### src/rtl/mem_rd_skew_ctrl_if.sv
// mem_rd_skew_ctrl_if
//   Bundles the command and read-sweep signals of the skewed read controller.
//   master : the control sequencer side. It drives start, base_addr, len and
//            stall, and observes the sweep outputs.
//   slave  : the controller side. It consumes the commands and drives rd_en,
//            rd_addr, wr_active, busy and done.
//   Ports carried:
//     start      run request
//     base_addr  first address of every bank
//     len        vectors per bank
//     stall      hold request from the memory arbiter
//     rd_en      per-bank read enable, bit i = bank i
//     rd_addr    per-bank address, lane i at [i*ADDR_WIDTH +: ADDR_WIDTH]
//     wr_active  output-write window for the array results
//     busy       run in progress
//     done       one-cycle pulse after the last step
interface mem_rd_skew_ctrl_if #(
  parameter int WIDTH_HEIGHT = 16,
  parameter int ADDR_WIDTH   = 8,
  parameter int LEN_WIDTH    = 8
);
  logic                               start;
  logic [ADDR_WIDTH-1:0]              base_addr;
  logic [LEN_WIDTH-1:0]               len;
  logic                               stall;
  logic [WIDTH_HEIGHT-1:0]            rd_en;
  logic [WIDTH_HEIGHT*ADDR_WIDTH-1:0] rd_addr;
  logic                               wr_active;
  logic                               busy;
  logic                               done;

  modport master (
    output start, base_addr, len, stall,
    input  rd_en, rd_addr, wr_active, busy, done
  );

  modport slave (
    input  start, base_addr, len, stall,
    output rd_en, rd_addr, wr_active, busy, done
  );
endinterface

### src/rtl/mem_rd_skew_ctrl.sv
// mem_rd_skew_ctrl
//   Read controller for the systolic-array input buffers. A start command
//   launches a diagonally skewed read sweep over WIDTH_HEIGHT banks: bank i
//   lags bank i-1 by one step. Each bank reads len consecutive addresses
//   from base_addr. A write-enable window (wr_active) for the array results
//   opens at step WR_DELAY and stays open for len steps. A stall from the
//   memory arbiter freezes progress and blanks the outputs for that cycle.
//   Ports:
//     clk    rising-edge clock
//     reset  asynchronous active-high reset
//     bus    mem_rd_skew_ctrl_if.slave (commands in, sweep outputs out)
//   All outputs are registered.
//
//   state | meaning
//   ------+--------------------------------------------------------------
//   IDLE  | waiting for start with non-zero len; outputs zero
//   RUN   | issuing steps 0..WR_DELAY+len-1, cnt = next step to issue
module mem_rd_skew_ctrl #(
  parameter int WIDTH_HEIGHT = 16,
  parameter int ADDR_WIDTH   = 8,
  parameter int LEN_WIDTH    = 8,
  parameter int WR_DELAY     = WIDTH_HEIGHT
) (
  input logic               clk,
  input logic               reset,
  mem_rd_skew_ctrl_if.slave bus
);

  // The step counter must reach WR_DELAY + (2^LEN_WIDTH - 1) without wrapping.
  localparam int CNT_W = $clog2(WR_DELAY + (1 << LEN_WIDTH));

  // The last bank starts at step WIDTH_HEIGHT-1. A smaller WR_DELAY would
  // end the run before that bank had read all of its vectors.
  generate
    if (WR_DELAY < WIDTH_HEIGHT - 1) begin : g_bad_wr_delay
      $error("mem_rd_skew_ctrl: WR_DELAY must be >= WIDTH_HEIGHT-1");
    end
  endgenerate

  typedef enum logic {
    S_IDLE = 1'b0,
    S_RUN  = 1'b1
  } state_t;

  state_t state_q, state_d;

  logic [CNT_W-1:0]      cnt_q,  cnt_d;
  logic [ADDR_WIDTH-1:0] base_q, base_d;
  logic [LEN_WIDTH-1:0]  len_q,  len_d;

  logic                               busy_q,    busy_d;
  logic                               done_q,    done_d;
  logic [WIDTH_HEIGHT-1:0]            rd_en_q,   rd_en_d;
  logic [WIDTH_HEIGHT*ADDR_WIDTH-1:0] rd_addr_q, rd_addr_d;
  logic                               wr_q,      wr_d;

  // Step selection: the step that would be issued at the next edge, together
  // with the base/len it uses. In IDLE this is step 0 of the incoming command,
  // so the first step can be loaded on the same edge that accepts start.
  logic [CNT_W-1:0]      sel_step;
  logic [ADDR_WIDTH-1:0] sel_base;
  logic [LEN_WIDTH-1:0]  sel_len;

  // Decoded issue values for sel_step.
  logic [WIDTH_HEIGHT-1:0]            dec_rd_en;
  logic [WIDTH_HEIGHT*ADDR_WIDTH-1:0] dec_rd_addr;
  logic                               dec_wr;

  logic             issue;
  logic [CNT_W-1:0] run_len;

  assign run_len = CNT_W'(WR_DELAY) + CNT_W'(len_q);

  always_comb begin
    sel_step = cnt_q;
    sel_base = base_q;
    sel_len  = len_q;
    if (state_q == S_IDLE) begin
      sel_step = '0;
      sel_base = bus.base_addr;
      sel_len  = bus.len;
    end
  end

  // Bank i is active on steps i .. i+len-1 and reads base + (step - i).
  // The lower bound is tested first, so the subtraction never underflows.
  // The address add wraps at 2^ADDR_WIDTH.
  always_comb begin
    dec_rd_en   = '0;
    dec_rd_addr = '0;
    dec_wr      = 1'b0;
    for (int i = 0; i < WIDTH_HEIGHT; i++) begin
      if ((sel_step >= CNT_W'(i)) &&
          ((sel_step - CNT_W'(i)) < CNT_W'(sel_len))) begin
        dec_rd_en[i] = 1'b1;
        dec_rd_addr[i*ADDR_WIDTH +: ADDR_WIDTH] =
          sel_base + ADDR_WIDTH'(sel_step - CNT_W'(i));
      end
    end
    if ((sel_step >= CNT_W'(WR_DELAY)) &&
        ((sel_step - CNT_W'(WR_DELAY)) < CNT_W'(sel_len))) begin
      dec_wr = 1'b1;
    end
  end

  // Next state and registered-output values.
  always_comb begin
    state_d   = state_q;
    cnt_d     = cnt_q;
    base_d    = base_q;
    len_d     = len_q;
    busy_d    = 1'b0;
    done_d    = 1'b0;
    issue     = 1'b0;
    rd_en_d   = '0;
    rd_addr_d = '0;
    wr_d      = 1'b0;

    case (state_q)
      S_IDLE: begin
        // A zero-length command would produce no reads at all, so it is ignored.
        if (bus.start && (bus.len != '0)) begin
          state_d = S_RUN;
          base_d  = bus.base_addr;
          len_d   = bus.len;
          cnt_d   = CNT_W'(1);
          busy_d  = 1'b1;
          issue   = 1'b1;
        end
      end

      S_RUN: begin
        busy_d = 1'b1;
        // While stalled, cnt holds. The step that was due is issued on the
        // first edge without a stall.
        if (!bus.stall) begin
          if (cnt_q == run_len) begin
            state_d = S_IDLE;
            cnt_d   = '0;
            busy_d  = 1'b0;
            done_d  = 1'b1;
          end else begin
            cnt_d = cnt_q + CNT_W'(1);
            issue = 1'b1;
          end
        end
      end

      default: begin
        state_d = S_IDLE;
        cnt_d   = '0;
      end
    endcase

    if (issue) begin
      rd_en_d   = dec_rd_en;
      rd_addr_d = dec_rd_addr;
      wr_d      = dec_wr;
    end
  end

  always_ff @(posedge clk or posedge reset) begin
    if (reset) begin
      state_q   <= S_IDLE;
      cnt_q     <= '0;
      base_q    <= '0;
      len_q     <= '0;
      busy_q    <= 1'b0;
      done_q    <= 1'b0;
      rd_en_q   <= '0;
      rd_addr_q <= '0;
      wr_q      <= 1'b0;
    end else begin
      state_q   <= state_d;
      cnt_q     <= cnt_d;
      base_q    <= base_d;
      len_q     <= len_d;
      busy_q    <= busy_d;
      done_q    <= done_d;
      rd_en_q   <= rd_en_d;
      rd_addr_q <= rd_addr_d;
      wr_q      <= wr_d;
    end
  end

  assign bus.rd_en     = rd_en_q;
  assign bus.rd_addr   = rd_addr_q;
  assign bus.wr_active = wr_q;
  assign bus.busy      = busy_q;
  assign bus.done      = done_q;

endmodule

### src/flat_wrapper.sv
// flat-port wrapper written by rule: the top's interface ports become plain ports
module mem_rd_skew_ctrl_flat 
#(
  parameter int WIDTH_HEIGHT = 16,
  parameter int ADDR_WIDTH   = 8,
  parameter int LEN_WIDTH    = 8,
  parameter int WR_DELAY     = WIDTH_HEIGHT
)
  (clk, reset, bus_start, bus_base_addr, bus_len, bus_stall, bus_rd_en, bus_rd_addr, bus_wr_active, bus_busy, bus_done);
  mem_rd_skew_ctrl_if #(.WIDTH_HEIGHT(WIDTH_HEIGHT), .ADDR_WIDTH(ADDR_WIDTH), .LEN_WIDTH(LEN_WIDTH)) bus_i ();
  input logic clk;
  input logic reset;
  input wire logic [$bits(bus_i.start)-1:0] bus_start;
  input wire logic [$bits(bus_i.base_addr)-1:0] bus_base_addr;
  input wire logic [$bits(bus_i.len)-1:0] bus_len;
  input wire logic [$bits(bus_i.stall)-1:0] bus_stall;
  output wire logic [$bits(bus_i.rd_en)-1:0] bus_rd_en;
  output wire logic [$bits(bus_i.rd_addr)-1:0] bus_rd_addr;
  output wire logic [$bits(bus_i.wr_active)-1:0] bus_wr_active;
  output wire logic [$bits(bus_i.busy)-1:0] bus_busy;
  output wire logic [$bits(bus_i.done)-1:0] bus_done;
  assign bus_i.start = bus_start;
  assign bus_i.base_addr = bus_base_addr;
  assign bus_i.len = bus_len;
  assign bus_i.stall = bus_stall;
  assign bus_rd_en = bus_i.rd_en;
  assign bus_rd_addr = bus_i.rd_addr;
  assign bus_wr_active = bus_i.wr_active;
  assign bus_busy = bus_i.busy;
  assign bus_done = bus_i.done;
  mem_rd_skew_ctrl #(.WIDTH_HEIGHT(WIDTH_HEIGHT), .ADDR_WIDTH(ADDR_WIDTH), .LEN_WIDTH(LEN_WIDTH), .WR_DELAY(WR_DELAY)) u_core (.clk(clk), .reset(reset), .bus(bus_i));
endmodule
### config.mk
export PLATFORM = sky130hd
export DESIGN_NAME = mem_rd_skew_ctrl_flat
export DESIGN_NICKNAME = d
export VERILOG_FILES = /design/src/rtl/mem_rd_skew_ctrl_if.sv /design/src/rtl/mem_rd_skew_ctrl.sv /design/src/flat_wrapper.sv
export SDC_FILE = /design/constraint.sdc
export NUM_CORES = 1
export LEC_CHECK = 0
export CORE_MARGIN = 2
export CORE_UTILIZATION = 43
export CTS_CLUSTER_DIAMETER = 30
export DETAILED_ROUTE_END_ITERATION = 8
export PLACE_DENSITY = 0.67
export SETUP_SLACK_MARGIN = 0.05
export SYNTH_ARGS = -nofsm -noshare
export SYNTH_HDL_FRONTEND = slang
export SYNTH_SLANG_ARGS = --single-unit
### constraint.sdc
create_clock -name clk -period 14.3 [get_ports clk]
set_clock_uncertainty 0.05 [all_clocks]
set_input_delay 4.29 -clock clk [delete_from_list [all_inputs] [get_ports clk]]
set_output_delay 4.29 -clock clk [all_outputs]
set_load 0.03 [all_outputs]
# After elaboration in Yosys (flattened, before gate mapping)

Cells that the tools add are included.

Flip-flop bits (word level): 172
Input bits: 20
Output and inout bits: 147

Add/sub/neg operators: 34
$lt $le $gt $ge: 34
Equality and inequality tests: 3
Muxes and demuxes: 52
Bitwise gates (word level): 1
Reduce and logical (&&, ||, !) cells: 21

Operator list:

| operator            | number |
|---|---|
| $lt 9x8->1          | 17 |
| $mux 8              | 18 |
| $add 8x8->8         | 16 |
| $mux 128            | 1 |
| $ge 9x4->1 const B  | 8 |
| $sub 9x4->9 const B | 8 |
| $ge 9x3->1 const B  | 4 |
| $mux 9              | 4 |
| $sub 9x3->9 const B | 4 |
| $mux 1              | 25 |
| $ge 9x1->1 const B  | 2 |
| $ge 9x2->1 const B  | 2 |
| $logic_and 1x1->1   | 18 |
| $pmux 9 s2          | 1 |
| $sub 9x2->9 const B | 2 |
| $mux 16             | 1 |
| $add 5x8->9 const A | 1 |
| $add 9x1->9 const B | 1 |
| $eq 9x9->1          | 1 |
| $ge 9x5->1 const B  | 1 |
| $sub 9x1->9 const B | 1 |
| $sub 9x5->9 const B | 1 |
| $reduce_bool 8->1   | 1 |
| $ne 2x2->1 const B  | 2 |
| 3 further kinds     | 5 |

# Logic depth before layout (Yosys ltp)

Gate-level depths: netlist of run 1.

Depth after elaboration: 6
Gate-level depth with buffers: 19
Gate-level depth less buffers: 15

# Worst setup path before layout of run 1

No wires, ideal clock.

Path type: input port to flip-flop
Start point: input port bus_len[6]
End point: register u_core.rd_addr_q[59] (netlist: u_core.bus.rd_addr[59])
Library setup time: 0.072 ns
Arrival: 6.738 ns
Required time: 14.178 ns
Slack: 7.440 ns
Stages on the path: 8
Path through: mux2i_1 > ha_1 > a211o_1 > a211oi_1 > nor2_1 > or4_1 > clkbuf_1 > nor2_1

Longest elaborated chain between the ends: 5
Elaborated cells between the ends (all ways): 9
Classes of those cells: order compare: 1; mux: 5; reduce/logical: 3

RTL lines:

| element                                                | line                                            | source |
|---|---|---|
| start: declaration                                     | flat_wrapper.sv:15                              | `input wire logic [$bits(bus_i.len)-1:0] bus_len;` |
| $mux 8 / $reduce_bool 8->1 (equally long branches)     | mem_rd_skew_ctrl.sv:78, mem_rd_skew_ctrl.sv:122 |  |
| $lt 9x8->1 / $logic_and 1x1->1 (equally long branches) | mem_rd_skew_ctrl.sv:94, mem_rd_skew_ctrl.sv:122 |  |
| $logic_and 1x1->1 / $mux 1 (equally long branches)     | mem_rd_skew_ctrl.sv:93, mem_rd_skew_ctrl.sv:122 |  |
| $mux 8 / $pmux 1 s2 (equally long branches)            | mem_rd_skew_ctrl.sv:93, mem_rd_skew_ctrl.sv:119 |  |
| $mux 128 *                                             | mem_rd_skew_ctrl.sv:155                         | `if (issue) begin` |
| named net u_core.rd_addr_d[59]                         | mem_rd_skew_ctrl.sv:54                          | `logic [WIDTH_HEIGHT*ADDR_WIDTH-1:0] rd_addr_q, rd_addr_d;` |
| end signal: assignment                                 | mem_rd_skew_ctrl.sv:181                         | `rd_addr_q <= rd_addr_d;` |
| end: declaration                                       | mem_rd_skew_ctrl.sv:54                          |  |

The timed path passes the listed nets; every way through them passes the cells marked *.
A chain may end at the register's enable or synchronous reset.

# Worst setup path after layout of run 1

Start point: input port bus_len[3]
End point: register u_core.rd_addr_q[70] (netlist: u_core.bus.rd_addr[70])

Same word-level chain as after synthesis.

==> results of run 1 <==
-- registers in the layout, indices dropped and copies added (netlist names) --
name	cells
u_core.bus.rd_addr	128
u_core.bus.rd_en	16
u_core.cnt_q	9
u_core.base_q	8
u_core.len_q	8
u_core.bus.done	1
u_core.bus.wr_active	1
u_core.state_q	1
-- synth_stat cells (all sizes together), types with 11 or more instances --
master / instances / share of area (%)
and3: 18 / 0.84
xnor2: 85 / 5.6
a21o: 43 / 2.4
a31oi: 18 / 0.96
nand3: 28 / 1.1
a21oi: 105 / 3.9
a211oi: 21 / 1.2
nor2: 204 / 5.7
nand2: 110 / 3.1
clkbuf: 37 / 1.0
nand4: 14 / 0.66
o21ai: 60 / 2.3
dfrtp: 172 / 32
o41ai: 15 / 1.1
buf: 26 / 0.93
nand2b: 11 / 0.52
mux2i: 19 / 1.4
inv: 70 / 2.0
ha: 177 / 17
nor3: 25 / 0.94
nor2b: 22 / 1.0
mux2: 22 / 1.9
xor2: 68 / 4.5
-- metrics by stage --
stage / hold WS [ns] / instances / area (um^2) / utilization [%]
3_3_place_gp: 0.414 / 2016 / 15400 / 50.4
2_1_floorplan: 0.402 / 1498 / 13300 / -
4_1_cts: 0.443 / 2048 / 16000 / 52.3
6_report: 0.436 / 2048 / 16000 / 52.3
3_5_place_dp: 0.425 / 2016 / 15400 / 50.4
5_1_grt: 0.483 / 2048 / 16000 / 52.3
-- worst max-delay path: cells and delay by family --
| family | cells | cell delay, ns |
|---|---|---|
| buf+inv | 1 | 0.61 |
| simple gates | 3 | 0.99 |
| compound gates | 3 | 1.67 |
-- worst min-delay path by stage --
stage                           startpoint          endpoint  slack (ns)  cells past startpoint
after floorplan           u_core.base_q[6]  u_core.base_q[6]        0.40                      1
after global placement    u_core.base_q[6]  u_core.base_q[6]        0.41                      1
after detailed placement  u_core.base_q[6]  u_core.base_q[6]        0.43                      1
after CTS                 u_core.base_q[6]  u_core.base_q[6]        0.44                      1
after global routing      u_core.base_q[1]  u_core.base_q[1]        0.48                      1
final                     u_core.base_q[6]  u_core.base_q[6]        0.44                      1
-- per-layer routing --
layer / up-vias / track usage (%)
li1: 5573 / -
met2: 472 / 40.7
met5: - / 0
met1: 5664 / 32.6
met3: 86 / 3.92
met4: 0 / 9.90
-- cell type report --
| class | count | area, um^2 |
|---|---|---|
| clock buffer | 17 | 425 |
| clock inverter | 15 | 170 |
| fill | 2855 | 14600 |
| inverter | 70 | 268 |
| multi-input combinational | 1193 | 8530 |
| sequential | 172 | 4310 |
| tap | 396 | 495 |
| timing repair buffer | 185 | 1800 |
-- cell families after synthesis --
kind of cell	synth area share [%]
compound gates	16.2
xor+xnor	10.0
fa+ha+maj	17.2
buf+inv	3.94
flops	32.3
mux	3.31
simple gates	17.0
==> summary.md, run 1 <==
| Metric | Value |
|---|---|
| Outcome | `finished, final reports clean` |
| Std-Cell Rows | `64` |
| DPL Wire Length | `28,900 um` |
| CP endpoint | `u_core.bus.rd_addr[70]` |
| Initial antenna violation count | `0` |
| Routed len/inst | `19.5 um` |
| Yosys warning count | `0` |
| Setup slack after layout | `7.01 ns` |
| First DRT Iteration DRCs | `863` |
| Total grt overflow | `0` |
| CP startpoint | `bus_len[3]` |
| Die width | `180 um` |
| I/O pins | `167` |
| Max Cap Viol | `0` |
| CP peak stage delay | `0.84 ns` |
| Final #Nets | `1,840` |
| GPL Wtd Cong | `0.978` |
| Hold Buf Count CTS | `0` |
| CP required | `14.59 ns` |
| Flop2flop setup slack | `9.63 ns` |
| Final Hold Viols | `0` |
| Post-Syn Nets | `1,699` |
| Synth Instances | `1,498` |
| CP Launch Type | `input port` |
| Largest net degree at the start of global routing | `77` |
| Vias per cell | `5.76` |
| Post-CTS setup buffer count | `0` |
| Crit path cell chain | `clkdlybuf4s50_1, nor4_1, a211o_1, and2_1, a31oi_2, nand3_1, a311oi_1` |
| RR Endpoint | `u_core.bus.rd_addr[54]` |
| Die area | `32,400 um^2` |
| First-pass GRT wire length | `63,700 um` |
| CP arrival | `7.58 ns` |
| Share of synthesized flip-flops with an asynchronous set or reset | `100%` |
| Slew Limit Fails | `0` |
| GRT Resource Usage Total | `24.7%` |
| Antenna Nets Post-Route | `0` |
| Syn avg cell area | `8.90 um^2` |
| Post-CTS sizing | `0` |
| Max layer used | `met4` |
| Slowest-stage cell, CP | `a31oi_2` |
| Share of layout cells above drive strength 1 | `6.48%` |
| R2R Path Start | `u_core.state_q` |
| Met3 WL | `2870 um` |
| Commonest non-fill, non-tap cell in the layout | `nor2_1` |
| P&R area growth vs syn | `20.0%` |
| Number of CTS-inserted buffers | `17` |
| TritonCTS clock tree | `done` |
| Setup-failing EPs final | `0` |
| Tcrit/Tclk final | `51.0%` |
| Drt total wl | `39,900 um` |
| Post-synth EDFFs | `0` |
| CP endpoint kind | `flop` |
| Worst Hold Class | `flop to flop` |
| Ant. Diodes | `0` |
| Register bit total from synthesis | `172` |
| Crit-path max FO | `11` |
| Relative slew slack | `19.9%` |
| CTS sink count | `172` |
| Fmax | `137 MHz` |
| Clock Latency Late Sink | `0.45 ns` |
| Final TNS setup | `0 ns` |
| Core area | `30,600 um^2` |
| Vias in the first global route | `11,800` |
| Register area share after synthesis | `32.3%` |
| Min Tclk post-route | `7.29 ns` |
| Post-synth cell types | `76` |
| Detail Route met2 WL | `18,300 um` |
| R2R depth | `14` |
| H-Tree Depth | `4` |
| IO buf count | `166` |
| WS Path Type | `input port to flop` |
| Clk buf depth | `2` |
| Dpl ws | `6.65 ns` |
| Worst-margin pin slew | `1.17 ns` |
| Synth Cell Area | `13,300 um^2` |
| Die H | `180 um` |
| DR vias | `11,800` |
| Unrepaired setup endpoints after global routing | `false` |
| Leading cell types in the layout, fill and taps excluded | `nor2_1 (204), ha_1 (177), dfrtp_1 (168)` |
| Clock Pin Slew Worst Setup and Hold Paths | `0.08 ns` |
| Pre-antenna DRT Iters | `5` |
| DRC viols | `0` |
| Routed met1 length | `17,400 um` |
| Synth Flop Type | `dfrtp_1` |
| Root Buffer | `clkbuf_16` |
| Initial Util | `43.6%` |
Power of run 1 is not shown: default switching activity piles up to over one toggle a cycle in this logic, so the estimate is an artifact.
==> run 2, diff against run 1 <==
--- a/config.mk
+++ b/config.mk
@@ -9,7 +9,7 @@
 export CORE_UTILIZATION = 43
 export CTS_CLUSTER_DIAMETER = 30
 export DETAILED_ROUTE_END_ITERATION = 8
-export PLACE_DENSITY = 0.67
+export PLACE_DENSITY = 0.7
 export SETUP_SLACK_MARGIN = 0.05
 export SYNTH_ARGS = -nofsm -noshare
 export SYNTH_HDL_FRONTEND = slang
==> constraint.sdc (replaced) <==
create_clock -name clk -period 6.05 [get_ports clk]
set_clock_uncertainty 0.05 [all_clocks]
set_input_delay 1.815 -clock clk [delete_from_list [all_inputs] [get_ports clk]]
set_output_delay 1.815 -clock clk [all_outputs]
set_load 0.03 [all_outputs]
==> run 2 against run 1 <==
  * Via count fell by 0.25%
  * Setup slack got worse by 5.7 ns
  * Die area did not move
  * Worst hold slack improved by 0.018 ns
  * First-iteration DRC count fell by 0.81%
  * Flip-flop and latch count did not move
  * Highest routed layer unchanged
==> summary.md, run 2 (synthesized netlist as in run 1, its figures left out) <==
| Metric | Value |
|---|---|
| Outcome | `finished, final reports clean` |
| Dpl ws | `0.892 ns` |
| FILL cells | `2,849` |
| Routed met1 length | `18,000 um` |
| CTS sink count | `172` |
| First DRT Iteration DRCs | `856` |
| Min Tclk post-route | `4.73 ns` |
| Vias in the first global route | `11,800` |
| Total grt overflow | `0` |
| Die width | `180 um` |
| Met3 WL | `2800 um` |
| Share of layout cells above drive strength 1 | `6.69%` |
| Final #Nets | `1,848` |
| DRC viols | `0` |
| CP endpoint kind | `flop` |
| Worst Hold Class | `flop to flop` |
| Pre-antenna DRT Iters | `5` |
| Tcrit/Tclk final | `78.2%` |
| I/O pins | `167` |
| Max layer used | `met4` |
| Ant. Diodes | `0` |
| TritonCTS clock tree | `done` |
| Relative slew slack | `25.1%` |
| Antenna Nets Post-Route | `0` |
| Max Cap Viol | `0` |
| Crit-path max FO | `9` |
| Worst hold margin | `0.453 ns` |
| CP Launch Type | `input port` |
| Hold Buf Count CTS | `0` |
| Core area | `30,600 um^2` |
| Max reg flops | `128` |
| Leading cell types in the layout, fill and taps excluded | `nor2_1 (204), ha_1 (177), dfrtp_1 (169)` |
| IO buf count | `166` |
| CP arrival | `5.03 ns` |
| GRT Resource Usage Total | `25.2%` |
| WS Path Type | `input port to flop` |
| DP Area | `15,500 um^2` |
| DR vias | `11,800` |
| Routed len/inst | `19.8 um` |
| Clock Pin Slew Worst Setup and Hold Paths | `0.07 ns` |
| Clock Latency Late Sink | `0.45 ns` |
| First-pass GRT wire length | `64,700 um` |
| Final TNS setup | `0 ns` |
| P&R area growth vs syn | `21.0%` |
| Worst-margin pin slew | `1.09 ns` |
| Die area | `32,400 um^2` |
| DPL Wire Length | `29,700 um` |
| Number of CTS-inserted buffers | `17` |
| Drt total wl | `40,800 um` |
| Fmax | `211 MHz` |
| Commonest non-fill, non-tap cell in the layout | `nor2_1` |
| H-Tree Depth | `4` |
| Std-Cell Rows | `64` |
| Die H | `180 um` |
| CP required | `6.35 ns` |
| Initial Util | `43.6%` |
| Final Hold Viols | `0` |
| Root Buffer | `clkbuf_16` |
| Setup slack after layout | `1.32 ns` |
| Vias per cell | `5.72` |
| Detail Route met2 WL | `19,000 um` |
| Slew Limit Fails | `0` |
| Unrepaired setup endpoints after global routing | `false` |
| Post-CTS sizing | `0` |
| Largest net degree at the start of global routing | `97` |
| Final Cell Area | `16,100 um^2` |
| Setup-failing EPs final | `0` |
| Initial antenna violation count | `0` |
| GPL Wtd Cong | `0.981` |
| Post-CTS setup buffer count | `0` |
| Clk buf depth | `2` |
[run 2: changes by cell type in the layout (fill, tap and decap cells not counted), moves of 2 or more]
cell        previous run  this run
buf_4                 19        26
clkinv_8               2         0
clkinvlp_4             0         2
clkinv_4               0         2
bufinv_16              1         5
inv_6                  7         2
[run 2: through the flow]
step | instances | util, %
after CTS | 2056 | 52.7
after floorplan | 1498 | -
after detailed placement | 2024 | 50.6
after global placement | 2024 | 50.6
final | 2056 | 52.7
after global routing | 2056 | 52.7
[run 2: layer usage]
| layer | global-route usage (%) | up-vias |
|---|---|---|
| li1 | - | 5589 |
| met1 | 33.7 | 5670 |
| met2 | 41.9 | 440 |
| met3 | 4.14 | 66 |
| met4 | 7.55 | 0 |
| met5 | 0 | - |
[run 2: path summary, 6_finish.rpt]
kind,start,endpoint,slack [ns],cells after the start
worst max-delay path,bus_len[4],u_core.bus.rd_addr[118],1.32,9
worst min register to register,u_core.base_q[6],u_core.base_q[6],0.45,1
worst min-delay path,u_core.base_q[6],u_core.base_q[6],0.45,1
max in group asynchronous,reset,u_core.bus.rd_addr[104],3.20,3
worst max register to register,u_core.state_q,u_core.bus.rd_addr[54],1.50,14
min in group asynchronous,reset,u_core.bus.rd_en[0],1.80,2
[run 2: worst max-delay path, cell delays in order]
cell and delay [ns]:
clkdlybuf4s50_1 0.45, mux2i_1 0.82, buf_4 0.35, ha_1 0.27, a21o_1 0.18, a221oi_1 0.27, a21boi_0 0.24, nand4_1 0.38
a21oi_1 0.24
[run 2: area by class of cell]
cell class                 count  area (um^2)  area share (%)
clock buffer                  18          429            2.66
inverter                      70          267            1.65
clock inverter                14          231            1.43
timing repair buffer         193         1880            11.6
tap                          396          495            3.07
sequential                   172         4310            26.7
multi-input combinational   1193         8520            52.8
Power of run 2 is left out for the same reason.
